File: src/rtl/debug_monitor.sv
// Debug monitor: breakpoint channels, retirement watchdog, single-step
// control and saturating cycle/retire counters. All outputs are registered.
module debug_monitor #(
    parameter int unsigned PC_W    = 16,
    parameter int unsigned NUM_BP  = 4,
    parameter int unsigned CNT_W   = 32,
    parameter int unsigned TIMEOUT = 1000
) (
    input  logic             clk,
    input  logic             reset,
    input  logic [PC_W-1:0]  pc,
    input  logic             pc_valid,
    input  logic             cfg_we,
    input  logic [2:0]       cfg_idx,
    input  logic [PC_W-1:0]  cfg_addr,
    input  logic             cfg_en,
    input  logic             resume,
    input  logic             step,
    output logic             halt,
    output logic [1:0]       halt_reason,
    output logic [2:0]       hit_idx,
    output logic [PC_W-1:0]  halt_pc,
    output logic [CNT_W-1:0] cycle_count,
    output logic [CNT_W-1:0] retire_count
);

    localparam int unsigned      IDLE_W    = $clog2(TIMEOUT);
    localparam logic [IDLE_W-1:0] IDLE_LAST = IDLE_W'(TIMEOUT - 1);

    typedef enum logic [1:0] {S_RUN, S_HALT, S_STEP} state_e;
    typedef enum logic [1:0] {RSN_NONE, RSN_BP, RSN_TIMEOUT, RSN_STEP} reason_e;

    state_e             state_q, state_d;
    logic               halt_q, halt_d;
    reason_e            reason_q, reason_d;
    logic [2:0]         hit_q, hit_d;
    logic [PC_W-1:0]    hpc_q, hpc_d;
    logic [CNT_W-1:0]   cycle_q, cycle_d;
    logic [CNT_W-1:0]   retire_q, retire_d;
    logic [IDLE_W-1:0]  idle_q, idle_d;
    logic [NUM_BP-1:0]  bp_en_q, bp_en_d;
    logic [PC_W-1:0]    bp_addr_q [NUM_BP];
    logic [PC_W-1:0]    bp_addr_d [NUM_BP];

    logic               bp_hit;
    logic [2:0]         bp_idx;

    // Lowest-index enabled channel whose address equals the retiring pc
    always_comb begin
        bp_hit = 1'b0;
        bp_idx = '0;
        for (int unsigned i = 0; i < NUM_BP; i++) begin
            if (!bp_hit && bp_en_q[i] && (pc == bp_addr_q[i])) begin
                bp_hit = 1'b1;
                bp_idx = 3'(i);
            end
        end
    end

    // Next-state, capture registers, counters and breakpoint configuration
    always_comb begin
        state_d   = state_q;
        reason_d  = reason_q;
        hit_d     = hit_q;
        hpc_d     = hpc_q;
        cycle_d   = cycle_q;
        retire_d  = retire_q;
        idle_d    = idle_q;
        bp_en_d   = bp_en_q;
        bp_addr_d = bp_addr_q;

        // Matching above reads the registered config, so a same-cycle write
        // only takes effect from the next retirement.
        for (int unsigned i = 0; i < NUM_BP; i++) begin
            if (cfg_we && (cfg_idx == 3'(i))) begin
                bp_en_d[i]   = cfg_en;
                bp_addr_d[i] = cfg_addr;
            end
        end

        unique case (state_q)
            S_HALT: begin
                if (resume) begin
                    state_d = S_RUN;
                    idle_d  = '0;
                end else if (step) begin
                    state_d = S_STEP;
                    idle_d  = '0;
                end
            end
            S_RUN, S_STEP: begin
                if (cycle_q != '1) cycle_d = cycle_q + 1'b1;
                if (pc_valid) begin
                    if (retire_q != '1) retire_d = retire_q + 1'b1;
                    idle_d = '0;
                    if (state_q == S_STEP) begin
                        state_d  = S_HALT;
                        reason_d = RSN_STEP;
                        hpc_d    = pc;
                    end else if (bp_hit) begin
                        state_d  = S_HALT;
                        reason_d = RSN_BP;
                        hit_d    = bp_idx;
                        hpc_d    = pc;
                    end
                end else if (idle_q == IDLE_LAST) begin
                    state_d  = S_HALT;
                    reason_d = RSN_TIMEOUT;
                    hpc_d    = '0;
                end else begin
                    idle_d = idle_q + 1'b1;
                end
            end
            default: state_d = S_RUN;
        endcase

        halt_d = (state_d == S_HALT);
    end

    // State register with asynchronous active-low clear
    always_ff @(posedge clk or negedge reset) begin
        if (!reset) begin
            state_q  <= S_RUN;
            halt_q   <= 1'b0;
            reason_q <= RSN_NONE;
            hit_q    <= '0;
            hpc_q    <= '0;
            cycle_q  <= '0;
            retire_q <= '0;
            idle_q   <= '0;
            bp_en_q  <= '0;
            for (int unsigned i = 0; i < NUM_BP; i++) bp_addr_q[i] <= '0;
        end else begin
            state_q   <= state_d;
            halt_q    <= halt_d;
            reason_q  <= reason_d;
            hit_q     <= hit_d;
            hpc_q     <= hpc_d;
            cycle_q   <= cycle_d;
            retire_q  <= retire_d;
            idle_q    <= idle_d;
            bp_en_q   <= bp_en_d;
            bp_addr_q <= bp_addr_d;
        end
    end

    assign halt         = halt_q;
    assign halt_reason  = reason_q;
    assign hit_idx      = hit_q;
    assign halt_pc      = hpc_q;
    assign cycle_count  = cycle_q;
    assign retire_count = retire_q;

endmodule

File: config.mk
export PLATFORM = sky130hd
export DESIGN_NAME = debug_monitor
export DESIGN_NICKNAME = d
export VERILOG_FILES = /design/src/rtl/debug_monitor.sv
export SDC_FILE = /design/constraint.sdc
export NUM_CORES = 1
export LEC_CHECK = 0
export CORE_ASPECT_RATIO = 0.5
export CORE_UTILIZATION = 50
export CTS_BUF_LIST = sky130_fd_sc_hd__clkbuf_4
export CTS_CLUSTER_SIZE = 25
export DETAILED_ROUTE_END_ITERATION = 8
export PLACE_DENSITY = 0.87
export SYNTH_ARGS = -nofsm -noshare
export SYNTH_HDL_FRONTEND = slang
export SYNTH_SLANG_ARGS = --single-unit
File: constraint.sdc
create_clock -name clk -period 3.1 [get_ports clk]
set_input_delay 0.62 -clock clk [delete_from_list [all_inputs] [get_ports clk]]
set_output_delay 0.62 -clock clk [all_outputs]
set_load 0.02 [all_outputs]
Word-level counts from Yosys, hierarchy flattened
Cells that the tools add are included.
{ "classes": {"addsub": 3, "n_eq_ne": 16, "muxes": 27, "bitwise_logic": 1, "n_reduce_logical": 24} }
{ "ops": {"columns": ["op", "n"], "rows": [
  ["$add A32 B1 Y32 const B", 2],
  ["$eq A16 B16 Y1", 4],
  ["$mux W16", 4],
  ["$ne A32 B32 Y1 const B", 2],
  ["$mux W10", 4],
  ["$mux W2", 10],
  ["$pmux W10 S2", 1],
  ["$logic_and A1 B1 Y1", 11],
  ["$add A10 B1 Y10 const B", 1],
  ["$eq A10 B10 Y1 const B", 1],
  ["$reduce_and A3 Y1", 3],
  ["$eq A3 B2 Y1 const B", 2],
  ["$mux W3", 2],
  ["$ne A3 B3 Y1 const B", 2],
  ["$mux W1", 5],
  ["$eq A2 B1 Y1 const B", 2],
  ["$pmux W2 S2", 1],
  ["$reduce_and A4 Y1", 1],
  ["$reduce_bool A2 Y1", 2],
  ["$eq A3 B1 Y1 const B", 1],
  ["$logic_not A1 Y1", 3],
  ["$logic_not A3 Y1", 1],
  ["$ne A3 B1 Y1 const B", 1],
  ["$eq A2 B2 Y1 const B", 1],
  ["4 further kinds", 4]
]} }
{ "word_totals": {"register_bits": 166, "out_inout_bits": 86} }

Logic depth before layout (Yosys ltp)
Gate-level depths: netlist (run 1).
{ "logic_depth": {"depth_word": 20, "ltp_mapped": 8} }

Worst setup path after synthesis (run 1)
Ideal clock, no wire load.
{ "synth_timing": {"path_type": "input-to-reg", "start": "in pc[7]", "end": "reg hpc_q[4] (netlist: halt_pc[4])", "setup_time_ns": 0.144, "t_arrival_ns": 2.294, "setup_slack_ns": 0.662, "cell_stages": 7, "cell_sequence": "buf_2 -> xor2_1 -> or4_1 -> or4b_4 -> nand4_4 -> buf_12 -> o211ai_2"} }
{ "synth_via": {"elab_chain_len": 17} }
{ "synth_rtl": {"columns": ["element", "line_no", "text"], "rows": [
  ["from (decl)", "11", "input logic [PC_W-1:0] pc,"],
  ["$eq A16 B16 Y1", "53", "if (!bp_hit && bp_en_q[i] && (pc == bp_addr_q[i])) begin"],
  ["$logic_and A1 B1 Y1", "53", null],
  ["$mux W1", "53", null],
  ["$logic_not A1 Y1", "53", null],
  ["$logic_and A1 B1 Y1 (2 in series)", "53", null],
  ["$mux W1", "53", null],
  ["$logic_not A1 Y1", "53", null],
  ["$logic_and A1 B1 Y1 (2 in series)", "53", null],
  ["$mux W1", "53", null],
  ["$logic_not A1 Y1", "53", null],
  ["$logic_and A1 B1 Y1 (2 in series)", "53", null],
  ["$mux W1 (*)", "53", null],
  ["$ne A3 B1 Y1 (no source line) (*)", null, null],
  ["$reduce_and A3 Y1 (no source line) (*)", null, null],
  ["to (signal assigned)", "138", "hpc_q <= hpc_d;"],
  ["to (decl)", "37", "logic [PC_W-1:0] hpc_q, hpc_d;"]
]} }
Every way passes the cells marked *; elsewhere a longest branch is shown, timed or not.
A chain may end at the register's enable or synchronous reset.

Final worst setup path (run 1)
{ "layout_timing": {"start": "in pc[7]", "end": "reg hpc_q[1] (netlist: halt_pc[1])"} }
Same word-level chain as after synthesis.

==> impl_metrics.xml, run 1 <==
<?xml version="1.0" encoding="UTF-8"?>
<metrics>
  <group name="yosys">
    <metric name="ys_top_cells_by_area" unit="">sky130_fd_sc_hd__dfrtp_1, sky130_fd_sc_hd__mux2_2, sky130_fd_sc_hd__xnor2_1</metric>
    <metric name="synth_common_cells" unit="">sky130_fd_sc_hd__dfrtp_1, sky130_fd_sc_hd__xnor2_1, sky130_fd_sc_hd__nand2_1</metric>
    <metric name="syn-cell-area" unit="sq um">8250</metric>
    <metric name="synth.lib_cells_used.distinct" unit="">60</metric>
    <metric name="synth-edff-count" unit="">0</metric>
    <metric name="synthesis.area_per_instance" unit="sq um">11.2</metric>
    <metric name="synthMostInstantiatedCell" unit="">sky130_fd_sc_hd__dfrtp_1</metric>
    <metric name="synth_sequential_area_ratio" unit="">0.500</metric>
    <metric name="cell_count_after_synthesis" unit="">736</metric>
    <metric name="synth_fp_nets" unit="">781</metric>
    <metric name="synth_ff_type" unit="">sky130_fd_sc_hd__dfrtp_1</metric>
    <metric name="synth.top_cell.area_share" unit="">0.500</metric>
    <metric name="synth_largest_area_cell" unit="">sky130_fd_sc_hd__dfrtp_1</metric>
    <metric name="synthesized_flop_and_latch_total" unit="">165</metric>
    <metric name="postSynth.asyncResetShare" unit="">1.00</metric>
    <metric name="yosys_warnings" unit="">0</metric>
  </group>
  <group name="floorplanning">
    <metric name="dieArea" unit="sq um">17100</metric>
    <metric name="coreArea" unit="sq um">15800</metric>
    <metric name="ios" unit="">128</metric>
    <metric name="initial_core_util" unit="">0.523</metric>
    <metric name="die_width" unit="um">184</metric>
    <metric name="die_height" unit="um">92.8</metric>
    <metric name="num_rows" unit="">32</metric>
  </group>
  <group name="grt">
    <metric name="antenna_found_initial" unit="">0</metric>
    <metric name="maximum_number_of_pins_on_one_net_before_global_route_repair" unit="">63</metric>
    <metric name="grt_pass1_wl" unit="mm">32.2</metric>
    <metric name="overflow" unit="">0</metric>
    <metric name="gr_util_all_layers" unit="">0.247</metric>
    <metric name="grt_pass1_vias" unit="">6109</metric>
  </group>
  <group name="critical_path">
    <metric name="worst_path_dominant_cell_family" unit="">simple AND/OR/NAND/NOR gates</metric>
    <metric name="worst_setup_path_start_kind" unit="">input port</metric>
    <metric name="timing.critical_path.cells" unit="">clkdlybuf4s50_1, xor2_1, or4_1, or4b_4, nand4_4, o211ai_1</metric>
    <metric name="r2r-start" unit="">state_q[1]$_DFF_PN0_</metric>
    <metric name="cp_data_arrival_time" unit="ns">2.89</metric>
    <metric name="worst_path_largest_cell_delay" unit="ns">0.55</metric>
    <metric name="slowest_stage" unit="">sky130_fd_sc_hd__clkdlybuf4s50_1</metric>
    <metric name="worst_r2r_endpoint" unit="">idle_q[8]$_DFFE_PN0P_</metric>
    <metric name="r2r.worst_path.cells" unit="">6</metric>
    <metric name="reg2reg_slack" unit="ns">0.77</metric>
    <metric name="critPathLaunch" unit="">pc[7]</metric>
    <metric name="timing.critical_path.to_type" unit="">flop</metric>
    <metric name="crit_fanout" unit="">18</metric>
    <metric name="crit_cells" unit="">6</metric>
    <metric name="critical_path_buf_inv_count" unit="">1</metric>
    <metric name="timing_worst_setup_path_type" unit="">in2reg</metric>
    <metric name="worst-endpoint-required" unit="ns">3.51</metric>
  </group>
  <group name="timing">
    <metric name="setup_violations" unit="">0</metric>
    <metric name="finalClockSkew" unit="ns">0.0266</metric>
    <metric name="tns" unit="ns">0</metric>
    <metric name="timing_limited_maximum_frequency" unit="MHz">404</metric>
    <metric name="final_hold_viol_count" unit="">0</metric>
    <metric name="post_layout_min_period" unit="ns">2.48</metric>
    <metric name="relSlewSlack" unit="">0.547</metric>
    <metric name="final_max_slew_viol_count" unit="">0</metric>
    <metric name="fin_crit_sh" unit="">0.799</metric>
    <metric name="rsz_0062_raised_after_global_routing" unit="">false</metric>
    <metric name="worst_slack" unit="ns">0.623</metric>
    <metric name="tightestPinTransition" unit="ns">0.679</metric>
    <metric name="hold_slack" unit="ns">0.505</metric>
  </group>
  <group name="finish">
    <metric name="drive_above_1_share" unit="">0.168</metric>
    <metric name="diodes" unit="">0</metric>
    <metric name="fillers" unit="">1246</metric>
    <metric name="instances_no_fill" unit="">1095</metric>
    <metric name="syn2layout_area_growth" unit="%">21.7</metric>
    <metric name="num-nets-final" unit="">906</metric>
    <metric name="stdcell_area" unit="sq um">10000</metric>
    <metric name="final_util" unit="">0.637</metric>
  </group>
  <group name="drt">
    <metric name="num_vias" unit="">6212</metric>
    <metric name="detail_route.first_pass.iterations" unit="">5</metric>
    <metric name="route.detailed.drc" unit="">0</metric>
    <metric name="route.detailed.wl_per_inst" unit="um">18.3</metric>
    <metric name="final_routed_wirelength_across_all_metal_layers" unit="mm">20.1</metric>
    <metric name="final_antenna_net_count" unit="">0</metric>
    <metric name="routed_via_density" unit="">5.67</metric>
    <metric name="drt_iter0_drc" unit="">496</metric>
  </group>
  <group name="clock_network">
    <metric name="insertion_delay" unit="ns">0.57</metric>
    <metric name="cts.htree.levels" unit="">4</metric>
    <metric name="clk_pin_slew_worst_paths" unit="ns">0.13</metric>
    <metric name="cts_max_path_buffers" unit="">2</metric>
    <metric name="cts_made_buffers" unit="">17</metric>
    <metric name="clock_sink_count" unit="">165</metric>
    <metric name="clockRootBuffer" unit="">sky130_fd_sc_hd__clkbuf_4</metric>
    <metric name="post_cts.resized_instances" unit="">0</metric>
    <metric name="cts_tree" unit="">done</metric>
  </group>
  <group name="placement">
    <metric name="numPlacedInstances" unit="">1062</metric>
    <metric name="place.gp.congestion" unit="">1.03</metric>
    <metric name="placement.cell_area" unit="sq um">9760</metric>
    <metric name="port_buffers" unit="">126</metric>
    <metric name="hpwlAfterDp" unit="mm">14.8</metric>
    <metric name="pre_cts_setup_slack" unit="ns">0.0376</metric>
  </group>
  <group name="hold_path">
    <metric name="min_delay_startpoint" unit="">cycle_count[26]$_DFFE_PN0P_</metric>
    <metric name="min-delay-path-class" unit="">reg2reg</metric>
    <metric name="worstHoldPathCells" unit="">1</metric>
    <metric name="worstHoldEndpoint" unit="">cycle_count[26]$_DFFE_PN0P_</metric>
  </group>
  <group name="run">
    <metric name="cap_viol_max_count" unit="">0</metric>
  </group>
  <group name="pwr">
    <metric name="cellPowerDensity" unit="nW/um^2">588</metric>
    <metric name="leakagePower" unit="nW">4.13</metric>
    <metric name="power" unit="mW">5.91</metric>
    <metric name="max-vdd-ir-drop" unit="mV">0.460</metric>
  </group>
  <group name="outcome">
    <metric name="outcome" unit="">finished clean</metric>
  </group>
</metrics>
metal layers:
| layer | GRT usage | vias up | part of all wire |
|---|---|---|---|
| met1 | 0.324 | 3125 | 0.44 |
| li1 | - | 2850 | - |
| met3 | 0.0700 | 34 | 0.067 |
| met4 | 0.0743 | 0 | 0.018 |
| met5 | 0 | - | 0 |
| met2 | 0.397 | 203 | 0.47 |
cell families (layout without fill, tap and decap cells):
| family | after synthesis | after routing | synth area share |
|---|---|---|---|
| simple gates | 253 | 253 | 0.167 |
| mux | 70 | 70 | 0.0960 |
| compound gates | 70 | 70 | 0.0691 |
| other cells | 1 | 1 | 0.000454 |
| fa+ha+maj | 3 | 3 | 0.00455 |
| buf+inv | 46 | 184 | 0.0265 |
| xor+xnor | 128 | 128 | 0.136 |
| flops | 165 | 165 | 0.500 |
flip-flops by register name (all words and copies together), names as in the netlist:
signal        count
bp_addr_q        64
cycle_count      32
bp_en_q           4
state_q           2
halt_reason       2
halt_pc          16
hit_idx           2
idle_q           10
retire_count     32
halt              1
cell usage in the layout (no fill, tap or decap), drive strengths merged, types with 2 or more instances in the layout:
cell type	Yosys	final
dfrtp	165	165
clkdlybuf4s50	0	125
xnor2	76	76
nand2	70	70
mux2	70	70
xor2	52	52
nor2	35	35
nand4	35	35
nand3	27	27
clkbuf	30	19
buf	8	18
o311ai	16	16
o211ai	16	16
inv	8	16
and3	14	14
nor4	14	14
o21ai	14	14
nor3	13	13
nand2b	8	8
and2	7	7
a21oi	6	6
and4	6	6
a31oi	4	4
nor3b	4	4
or2	3	3
nand4b	3	3
nor2b	3	3
ha	3	3
clkinv	0	3
a31o	2	2
o21ba	2	2
nor4b	2	2
o22ai	2	2
or4b	2	2
o32ai	2	2
or4	2	2
layout make-up:
class / instances / area, sq um / share of cell area
timing repair buffer: 144 / 1430 / 0.142
multi-input combinational: 525 / 3910 / 0.389
tap: 221 / 277 / 0.0275
inverter: 8 / 30.0 / 0.00299
clock inverter: 13 / 139 / 0.0138
sequential: 165 / 4130 / 0.411
clock buffer: 19 / 143 / 0.0142
worst max path at each step:
stage,to
final,halt_pc[1]$_DFFE_PN0P_
after global routing,halt_pc[13]$_DFFE_PN0P_
after CTS,halt_pc[13]$_DFFE_PN0P_
after detailed placement,halt_pc[13]$_DFFE_PN0P_
after global placement,halt_pc[2]$_DFFE_PN0P_
after floorplan,halt_pc[4]$_DFFE_PN0P_
repair_timing:
action / in CTS / in global routing
endpoints found under the hold margin: 51 / 0
buffers inserted: 0 / 0
hold buffers: 1 / 0
where the power goes:
part | internal [mW] | switching (mW) | leakage (nW)
sequential | 2.54 | 0.378 | 2.09
clock | 0.446 | 0.832 | 0.153
combinational | 0.848 | 0.866 | 1.89
total | 3.83 | 2.08 | 4.13
Note: power is estimated with default switching activity, not from simulation.
==> run 2, diff against run 1 <==
Settings changed: PLACE_DENSITY 0.87 to 0.9.
Clock period 3.1 ns to 2.2 ns, I/O delays scaled along.
==> run 2 against run 1 <==
  * The flow now finishes with violations (setup timing)
  * Non-clock buffer count is 69 higher
  * Global-route usage is 1.3 points higher
  * Hold slack worse by 0.17 ns
  * Cell count is 6.3% higher
  * Routed wire length is 7.1% higher
  * Clock skew is 0.0011 ns higher
  * Setup slack worse by 0.64 ns
  * Critical path depth stayed put
  * Register-to-register slack worse by 0.79 ns
  * Via count is 4.5% higher
  * Combinational power is 59% higher
  * Die area stayed put
==> impl_metrics.xml, run 2 (synthesis gave the netlist of run 1 again) <==
<?xml version="1.0" encoding="UTF-8"?>
<metrics>
  <group name="outcome">
    <metric name="violations_in_the_final_reports" unit="">setup timing</metric>
    <metric name="outcome" unit="">finished with violations</metric>
  </group>
  <group name="floorplanning">
    <metric name="coreArea" unit="sq um">15800</metric>
    <metric name="die_width" unit="um">184</metric>
    <metric name="num_rows" unit="">32</metric>
    <metric name="die_height" unit="um">92.8</metric>
    <metric name="initial_core_util" unit="">0.523</metric>
    <metric name="dieArea" unit="sq um">17100</metric>
    <metric name="ios" unit="">128</metric>
  </group>
  <group name="grt">
    <metric name="grt_pass1_wl" unit="mm">33.9</metric>
    <metric name="maximum_number_of_pins_on_one_net_before_global_route_repair" unit="">60</metric>
    <metric name="antenna_found_initial" unit="">0</metric>
    <metric name="overflow" unit="">0</metric>
    <metric name="gr_util_all_layers" unit="">0.260</metric>
    <metric name="grt_pass1_vias" unit="">6519</metric>
  </group>
  <group name="drt">
    <metric name="detail_route.wirelength.met1" unit="mm">9.53</metric>
    <metric name="route.detailed.drc" unit="">0</metric>
    <metric name="route.detailed.wl_per_inst" unit="um">18.5</metric>
    <metric name="num_vias" unit="">6492</metric>
    <metric name="highest_layer" unit="">met4</metric>
    <metric name="final_routed_wirelength_across_all_metal_layers" unit="mm">21.5</metric>
    <metric name="drt_iter0_drc" unit="">483</metric>
    <metric name="met3_length" unit="mm">1.27</metric>
    <metric name="routed_via_density" unit="">5.58</metric>
    <metric name="final_antenna_net_count" unit="">0</metric>
    <metric name="detail_route.first_pass.iterations" unit="">5</metric>
    <metric name="met2_wirelength" unit="mm">10.3</metric>
  </group>
  <group name="placement">
    <metric name="hpwlAfterDp" unit="mm">15.9</metric>
    <metric name="placement.cell_area" unit="sq um">10300</metric>
    <metric name="port_buffers" unit="">126</metric>
    <metric name="place.gp.congestion" unit="">0.951</metric>
    <metric name="numPlacedInstances" unit="">1126</metric>
    <metric name="pre_cts_setup_slack" unit="ns">-0.629</metric>
  </group>
  <group name="timing">
    <metric name="tns" unit="ns">-0.0247</metric>
    <metric name="finalClockSkew" unit="ns">0.0278</metric>
    <metric name="final_max_slew_viol_count" unit="">0</metric>
    <metric name="timing_limited_maximum_frequency" unit="MHz">451</metric>
    <metric name="setup_violations" unit="">2</metric>
    <metric name="rsz_0062_raised_after_global_routing" unit="">true</metric>
    <metric name="tightestPinTransition" unit="ns">0.566</metric>
    <metric name="fin_crit_sh" unit="">1.01</metric>
    <metric name="post_layout_min_period" unit="ns">2.22</metric>
    <metric name="worst_slack" unit="ns">-0.0195</metric>
    <metric name="relSlewSlack" unit="">0.623</metric>
    <metric name="final_hold_viol_count" unit="">0</metric>
  </group>
  <group name="pwr">
    <metric name="cellPowerDensity" unit="nW/um^2">790</metric>
    <metric name="power" unit="mW">8.45</metric>
    <metric name="max-vdd-ir-drop" unit="mV">0.648</metric>
    <metric name="leakagePower" unit="nW">4.62</metric>
  </group>
  <group name="critical_path">
    <metric name="r2r.worst_path.cells" unit="">6</metric>
    <metric name="worst_path_largest_cell_delay" unit="ns">0.54</metric>
    <metric name="crit_fanout" unit="">5</metric>
    <metric name="worst-endpoint-required" unit="ns">2.63</metric>
    <metric name="timing.critical_path.to_type" unit="">flop</metric>
    <metric name="timing.critical_path.cells" unit="">xor2_2, or4_4, or4b_4, nand4_4, clkbuf_16, o211ai_1</metric>
    <metric name="worst_setup_path_start_kind" unit="">flop</metric>
    <metric name="cp_data_arrival_time" unit="ns">2.65</metric>
    <metric name="slowest_stage" unit="">sky130_fd_sc_hd__or4_4</metric>
    <metric name="timing_worst_setup_path_type" unit="">reg2reg</metric>
  </group>
  <group name="finish">
    <metric name="seq_area" unit="sq um">4130</metric>
    <metric name="drive_above_1_share" unit="">0.240</metric>
    <metric name="final_common_cell" unit="">sky130_fd_sc_hd__dfrtp_1</metric>
    <metric name="num-nets-final" unit="">975</metric>
    <metric name="largest_reg_flops" unit="">64</metric>
    <metric name="multi_input_area" unit="sq um">3960</metric>
    <metric name="instances_no_fill" unit="">1164</metric>
    <metric name="stdcell_area" unit="sq um">10700</metric>
    <metric name="top_register" unit="">bp_addr_q</metric>
    <metric name="fillers" unit="">1186</metric>
    <metric name="diodes" unit="">0</metric>
    <metric name="syn2layout_area_growth" unit="%">29.7</metric>
    <metric name="layout.cells.most_common_list" unit="">sky130_fd_sc_hd__dfrtp_1, sky130_fd_sc_hd__clkdlybuf4s50_1, sky130_fd_sc_hd__buf_4</metric>
  </group>
  <group name="clock_network">
    <metric name="cts_max_path_buffers" unit="">2</metric>
    <metric name="insertion_delay" unit="ns">0.58</metric>
    <metric name="clock_sink_count" unit="">165</metric>
    <metric name="cts.htree.levels" unit="">4</metric>
    <metric name="cts_tree" unit="">done</metric>
    <metric name="clk_pin_slew_worst_paths" unit="ns">0.15</metric>
    <metric name="clockRootBuffer" unit="">sky130_fd_sc_hd__clkbuf_4</metric>
    <metric name="cts_made_buffers" unit="">17</metric>
  </group>
  <group name="hold_path">
    <metric name="min-delay-path-class" unit="">in2reg</metric>
    <metric name="worstHoldPathCells" unit="">3</metric>
  </group>
  <group name="run">
    <metric name="cap_viol_max_count" unit="">0</metric>
  </group>
</metrics>
-- run 2: layout make-up --
class | instances | share of cell area
clock inverter | 15 | 0.0113
sequential | 165 | 0.386
inverter | 8 | 0.00281
timing repair buffer | 213 | 0.192
multi-input combinational | 525 | 0.370
clock buffer | 17 | 0.0119
tap | 221 | 0.0258
-- run 2: layer usage --
layer  global-route usage  up-vias
li1                     -     3003
met4               0.0736        0
met2                0.427      229
met1                0.350     3226
met5                    0        -
met3               0.0503       34
-- run 2: worst max-delay path: cells and delay by family (launching register included) --
kind	cells	cell delay [ns]
flops	1	0.44
buf+inv	1	0.18
xor+xnor	1	0.16
compound gates	1	0.08
simple gates	3	1.22
-- run 2: final timing paths --
kind	slack, ns	end	startpoint
worst min-delay path	0.33	halt_pc[9]$_DFFE_PN0P_	pc[9]
min in group asynchronous	0.39	cycle_count[28]$_DFFE_PN0P_	reset
max in group asynchronous	1.12	bp_addr_q[52]$_DFFE_PN0P_	reset
worst min register to register	0.50	retire_count[7]$_DFFE_PN0P_	retire_count[7]$_DFFE_PN0P_
worst max-delay path	-0.02	halt_pc[13]$_DFFE_PN0P_	bp_addr_q[25]$_DFFE_PN0P_
worst max register to register	-0.02	halt_pc[13]$_DFFE_PN0P_	bp_addr_q[25]$_DFFE_PN0P_
-- run 2: through the flow --
step / util / hold slack, ns
global route: 0.678 / 0.324
CTS: 0.668 / 0.379
finish: 0.678 / 0.332
global placement: 0.652 / 0.442
floorplan: - / 0.144
detailed placement: 0.652 / 0.451
-- run 2: what timing repair did --
item | 4_1_cts | 5_1_grt
hold buffers | 1 | 0
gates cloned | 0 | 1
resized for setup | 2 | 25
pin swaps | 4 | 13
buffers inserted | 0 | 4
hold endpoints to repair | 54 | 0
endpoints found under the setup margin | 8 | 34
-- run 2: where the power goes --
part / switching, mW / internal (mW)
Combinational: 1.35 / 1.36
Clock: 1.20 / 0.477
Sequential: 0.482 / 3.58
Total: 3.04 / 5.42
==> run 3, diff against run 2 <==
Settings changed: ABC_CLOCK_PERIOD_IN_PS from default to 2200.
==> results of run 3 <==
Same layout as run 2: the final DEF is identical, and so are final timing and power.
